**src/rtl/instr_fetch_queue.sv**
```systemverilog
// instr_fetch_queue: sequential PC fetch into a DEPTH-entry {instr, pc} queue with branch redirect and squash
module instr_fetch_queue #(
    parameter int ADDR_W = 64,
    parameter int DEPTH = 4,
    parameter logic [ADDR_W-1:0] RESET_PC = '0,
    parameter int COND_W = 19,
    parameter int UNCOND_W = 26
) (
    input  logic              clk,
    input  logic              rst,
    input  logic              redirect,
    input  logic              uncond_br,
    input  logic [ADDR_W-1:0] br_pc,
    input  logic [COND_W-1:0] cond_off,
    input  logic [UNCOND_W-1:0] br_off,
    output logic              imem_req,
    output logic [ADDR_W-1:0] imem_addr,
    input  logic [31:0]       imem_rdata,
    output logic              out_valid,
    input  logic              out_ready,
    output logic [31:0]       out_instr,
    output logic [ADDR_W-1:0] out_pc
);
    localparam int PW = $clog2(DEPTH);
    localparam int CW = PW + 1;
    logic [ADDR_W-1:0] pc_q, issued_pc_q, off, target;
    logic              inflight, push, pop;
    logic [CW-1:0]     count;
    logic [PW-1:0]     rd_ptr, wr_ptr;
    logic [31:0]       q_instr [DEPTH];
    logic [ADDR_W-1:0] q_pc [DEPTH];
    // the in-flight fetch is counted so its return always finds a free slot
    always_comb begin
        off = uncond_br ? ADDR_W'($signed(br_off)) : ADDR_W'($signed(cond_off));
        target = br_pc + (off << 2);
        imem_req = !rst && !redirect && (({1'b0, count} + (CW+1)'(inflight)) < (CW+1)'(DEPTH));
        imem_addr = pc_q;
        out_valid = !rst && !redirect && (count != '0);
        out_instr = q_instr[rd_ptr];
        out_pc = q_pc[rd_ptr];
        push = inflight && !redirect;
        pop = out_valid && out_ready;
    end
    always_ff @(posedge clk or posedge rst) begin
        if (rst) begin
            pc_q <= RESET_PC;
            issued_pc_q <= RESET_PC;
            inflight <= 1'b0;
            count <= '0;
            rd_ptr <= '0;
            wr_ptr <= '0;
        end else if (redirect) begin
            pc_q <= target;
            inflight <= 1'b0;
            count <= '0;
            rd_ptr <= '0;
            wr_ptr <= '0;
        end else begin
            if (imem_req) begin
                pc_q <= pc_q + ADDR_W'(4);
                issued_pc_q <= pc_q;
            end
            inflight <= imem_req;
            if (push) wr_ptr <= wr_ptr + 1'b1;
            if (pop) rd_ptr <= rd_ptr + 1'b1;
            count <= count + CW'(push) - CW'(pop);
        end
    end
    always_ff @(posedge clk) begin
        if (push) begin
            q_instr[wr_ptr] <= imem_rdata;
            q_pc[wr_ptr] <= issued_pc_q;
        end
    end
endmodule
```
**config.mk**
```make
export PLATFORM = sky130hd
export DESIGN_NAME = instr_fetch_queue
export DESIGN_NICKNAME = d
export VERILOG_FILES = /design/src/rtl/instr_fetch_queue.sv
export SDC_FILE = /design/constraint.sdc
export NUM_CORES = 1
export LEC_CHECK = 0
export CAP_MARGIN = 15
export CORE_ASPECT_RATIO = 1.5
export CORE_MARGIN = 5
export CORE_UTILIZATION = 50
export CTS_CLUSTER_DIAMETER = 100
export DETAILED_ROUTE_END_ITERATION = 12
export PLACE_DENSITY = 0.73
export SLEW_MARGIN = 10
export SYNTH_ARGS = -nofsm -noshare
export SYNTH_HDL_FRONTEND = slang
export SYNTH_SLANG_ARGS = --single-unit
```
**constraint.sdc**
```tcl
create_clock -name clk -period 12 [get_ports clk]
set_input_delay 3.6 -clock clk [delete_from_list [all_inputs] [get_ports clk]]
set_output_delay 3.6 -clock clk [all_outputs]
set_load 0.02 [all_outputs]
```
; ---- Word level (Yosys, flattened, before mapping)
; Memories as Yosys holds them, arrays and structs flattened.
; Cells that the tools add are included.
[classes]
addsub = 7
magnitude_cmp = 1
mux = 11
bitwise = 1
n_reduce_logical = 12
[ops]
columns = cell, n
row1 = two-way mux 64 bit, 2
row2 = adder 64 x 3 -> 64 bit (second input constant), 1
row3 = adder 64 bit, 1
row4 = two-way mux 62 bit, 1
row5 = two-way mux 2 bit, 4
row6 = nonzero test 2 bit, 3
row7 = logical AND 1 bit, 5
row8 = adder 2 x 1 -> 2 bit (second input constant), 2
row9 = adder 3 x 1 -> 4 bit, 1
row10 = less-than comparator 4 x 3 -> 1 bit (second input constant), 1
row11 = adder 3 x 1 -> 3 bit, 1
row12 = two-way mux 1 bit, 3
row13 = two-way mux 3 bit, 1
row14 = nonzero test 3 bit, 1
row15 = subtractor 3 x 1 -> 3 bit, 1
row16 = zero test 1 bit, 2
row17 = AND reduction 2 bit, 1
row18 = inverter 1 bit, 1
[word_totals]
regBits = 136
ramBits = 384
input_bits = 146
word_cells = 40
memories = 2
[memory_table]
columns = name, words, width, rd, rd_clocked_by_memory_dff, write_ports, line
row1 = q_pc, 4, 64, 1, 0, 1, 31  ; logic [ADDR_W-1:0] q_pc [DEPTH];
row2 = q_instr, 4, 32, 1, 0, 1, 30  ; logic [31:0] q_instr [DEPTH];

; ---- Longest topological paths before layout
[logic_depth]
ltp_word = 6
mapped_depth = 17

; ---- Least setup slack after synthesis
; Ideal clock, no wire load.
[synth_timing]
path_kind = input to output
start = input port redirect
end = output port imem_req
arrival_time_ns = 4.643
t_required_ns = 8.400
slack_ns = 3.757
cell_stages = 5
path_buffers = 3
path_cell_list = or3_1 -> buf_2 -> clkbuf_1 -> clkbuf_1 -> inv_1
[synth_between]
elab_chain_cells = 3
[synth_lines]
columns = item, line
row1 = from (decl), 11  ; input logic redirect,
row2 = zero test 1 bit, 36  ; imem_req = !rst && !redirect && (({1'b0, count} + (CW+1)'(inflight)) < (CW+1)'(DEPTH));
row3 = logical AND 1 bit (2 in a row), 36
row4 = to (decl), 16  ; output logic imem_req,
; No other way between the ends.

; ---- Worst setup path after layout
[layout_timing]
start = input port rst
end = output port imem_req
[layout_between]
elab_chain_cells = 3
[layout_lines]
columns = item, line
row1 = from (decl), 10  ; input logic rst,
row2 = zero test 1 bit (no line), n/a
row3 = logical AND 1 bit (2 in a row), 36
; No other way between the ends.

==> results.txt <==
----------------------------------------------------
[Outcome]
  Status ... finished clean

[Place]
  Placed cells ... 2565
  Count of buffers from port buffering ... 307
  Detailed Place HPWL ... 38700 microns
  Final Wtd Congestion ... 0.871

[Die]
  Core ar. ... 0.0468 sq mm
  Cell row count ... 97
  Vertical die dimension ... 277 microns
  Initial core utilization ... 50.6%
  Die area ... 0.0519 sq mm
  Ports placed on the boundary ... 308
  Width of the die ... 188 microns

[Synthesis]
  Largest family of logic cells by synthesized area ... multiplexers
  Number of flip-flops and latches in the synthesized netlist ... 520
  Synthesized-area fraction occupied by adder cells ... 3.81%
  Net count of the mapped netlist ... 1940
  Async SR Flop Fraction ... 26.2%
  Post-synthesis average cell area ... 13.7 sq um
  Simple-gate portion of the synthesized area ... 9.69%
  Mapped Cells ... 1723
  Mux contribution to synthesized area ... 10.4%
  Primary flip-flop cell chosen by synthesis mapping ... sky130_fd_sc_hd__edfxtp_1
  Yosys warning count ... 0
  Share of the yosys chip area belonging to registers ... 63.1%
  Post-synthesis compound-gate area fraction ... 7.61%
  Area share of xor/xnor cells in the synthesized design ... 3.66%
  Post-synth EDFFs ... 384
  Synthesized cell area ... 0.0237 sq mm
  Number of distinct library cells after synthesis ... 66

[Global route]
  Maximum number of pins on one net before global-route repair ... 76
  Total routing resource utilization after global routing ... 21.7%
  Global-route wire length before repair ... 89500 microns
  Via count of the first global-routing pass ... 15700
  Initial antenna violation count ... 0
  Global route overflow ... 0

[Detailed routing]
  Via/cell ratio ... 5.68
  Detailed-route DRC error count ... 0
  Antenna Violating Nets Remaining ... 0
  Final wirelength ... 57100 microns
  Via count ... 15100
  First drt pass iteration count ... 6
  Average routed wire per standard cell ... 21.6 microns
  Violation count after the first detailed-routing iteration ... 1082

[Timing]
  Final sum of negative setup slack ... 0 ps
  Setup violations, final ... 0
  Maximum achievable frequency ... 112 MHz
  Final critical path time including I/O delays and setup ... 8960 ps
  Setup repair after global routing missed its margin ... no
  Final Slew Violations ... 0
  Number of failing hold endpoints at the final stage ... 0
  Period Utilization, post-route ... 74.7%
  Worst slew margin relative to its limit ... 34.1%
  Final Skew ... 15.4 ps
  Worst slew pin tran ... 989 ps

[Setup path]
  Cell type group with the largest total delay on the critical path ... buffers and inverters
  Setup Crit Path Kind ... in -> out
  Cell mode on critical path ... sky130_fd_sc_hd__clkdlybuf4s50_1
  Critical Path Start Type ... input pin
  Instance count on the critical path ... 4
  Cells along the critical path ... clkdlybuf4s50_1, or3_4, inv_1, clkdlybuf4s50_1
  Crit-path max FO ... 8
  Cells on worst reg2reg path ... 9
  Crit path arrival time ... 5360 ps
  Critical-path cell with the highest stage delay ... sky130_fd_sc_hd__clkdlybuf4s50_1
  Worst path max stage delay ... 610 ps
  Worst setup startpoint ... rst
  Required time reported for the critical path endpoint ... 8400 ps
  Setup crit end kind ... primary output
  Worst path bufs/invs ... 3
  R2R Path Start ... count[1]

[Clocking]
  Post-cts repair resize count ... 0
  Number of sinks on the clock net ... 520
  Post-cts hold buffer count ... 0
  Clock buffer count from CTS ... 45
  Number of buffers on the longest clock path ... 3
  Skew-Pair Late Insertion Delay ... 550 ps
  Level count of the clock H-tree ... 2
  Clock tree from TritonCTS ... built
  Library cell used as clock root buffer ... sky130_fd_sc_hd__clkbuf_16
  Register clock-pin slew on the reported worst setup and hold paths ... 70 ps
  Setup Fix Bufs, Post-CTS ... 0

[Layout]
  Layout overhead on the synthesized area ... 22.1%
  Leading cell types in the layout, fill and taps excluded ... sky130_fd_sc_hd__edfxtp_1, sky130_fd_sc_hd__clkdlybuf4s50_1, sky130_fd_sc_hd__nand2_1
  Share of final-layout standard cells stronger than drive strength 1 ... 11.6%
  Leading cell type in the layout, fill and taps excluded ... sky130_fd_sc_hd__edfxtp_1
  Antenna cell count ... 0
  Final standard cell count with taps included and fillers excluded ... 2650
  Layout Nets ... 2236
  Fillers ... 3601

[Pwr]
  Maximum resistive drop on vdd ... 117 uV
  Power, Total ... 4.83 mW
  Leakage ... 10.6 nW
  Power density relative to cell area ... 167 mW/mm^2

[Worst hold path]
  Hold Path Stages ... 0
  Source of the worst hold timing path ... issued_pc_q[51]
  Class of the tightest hold or removal check ... reg -> reg

[Flow run]
  Count of max-cap constraint violations ... 0

----------------------------------------------------
[layout make-up]
cell class | instances | area [sq um] | share of cell area [%]
tap | 594 | 743 | 2.57
timing repair buffer | 323 | 3190 | 11.0
multi-input combinational | 1096 | 8350 | 28.9
clock inverter | 25 | 287 | 0.991
sequential | 520 | 14900 | 51.7
inverter | 33 | 129 | 0.446
clock buffer | 59 | 1270 | 4.40
[through the flow]
step / cell area [sq um] / setup WS [ps] / hold WS [ps] / utilization (%)
after global placement: 27300 / 3070 / 482 / 58.4
after floorplan: 23700 / 3760 / 476 / -
final: 28900 / 3040 / 508 / 61.7
after detailed placement: 27300 / 3050 / 503 / 58.4
after CTS: 28900 / 3030 / 511 / 61.7
after global routing: 28900 / 2990 / 535 / 61.7
[synth_stat cells (all sizes together), types with 16 or more instances]
library cell | instances | share of area, %
buf | 24 | 0.43
o21bai | 20 | 0.63
nand3 | 37 | 0.78
nor2 | 83 | 1.4
a21o | 40 | 1.3
o21ai | 57 | 1.2
mux4 | 96 | 9.1
mux2 | 21 | 1.0
inv | 33 | 0.52
ha | 69 | 3.6
nor3 | 22 | 0.53
a21oi | 92 | 2.0
clkbuf | 50 | 0.79
edfxtp | 384 | 49
xor2 | 46 | 1.7
dfrtp | 136 | 14
and3 | 16 | 0.42
nand2 | 292 | 4.6
nand4 | 28 | 0.74
xnor2 | 53 | 2.0
[state kept, by name, indices dropped and copies added, names as in the netlist]
signal       flops
inflight         1
rd_ptr           2
q_pc           256
wr_ptr           2
imem_addr       64
count            3
issued_pc_q     64
q_instr        128
[power by group]
part / switching [mW] / leakage, nW / total, mW / internal, mW
combinational: 0.506 / 4.74 / 0.923 / 0.417
clock: 0.631 / 0.778 / 1.51 / 0.882
sequential: 0.204 / 5.12 / 2.39 / 2.19
total: 1.34 / 10.6 / 4.83 / 3.49
[worst register-to-register path, delay by kind of cell, from the launching register on]
kind,cells,cell delay [ps]
xor+xnor,1,230
mux,2,230
fa+ha+maj,1,250
compound gates,1,180
simple gates,4,1900
flops,1,420
[kinds of logic after synthesis]
group | Yosys count
simple gates | 520
flops | 520
compound gates | 282
mux | 124
buf+inv | 107
xor+xnor | 99
fa+ha+maj | 71
[path summary, 6_finish.rpt]
kind	to	slack (ps)
min in group asynchronous	rd_ptr[0]	3620
worst min register to register	q_pc[0][51]	510
worst min-delay path	q_pc[0][51]	510
worst max register to register	imem_addr[49]	8670
worst max-delay path	imem_req	3040
max in group asynchronous	issued_pc_q[51]	6920
[per-layer routing]
metal / vias to the layer above / wire length, microns / GRT usage, %
met5: - / 0 / 0
met3: 79 / 3090 / 3.15
li1: 7066 / - / -
met2: 452 / 30100 / 38.8
met1: 7466 / 22500 / 27.6
met4: 0 / 1490 / 6.08
Note: power is estimated with default switching activity, not from simulation.
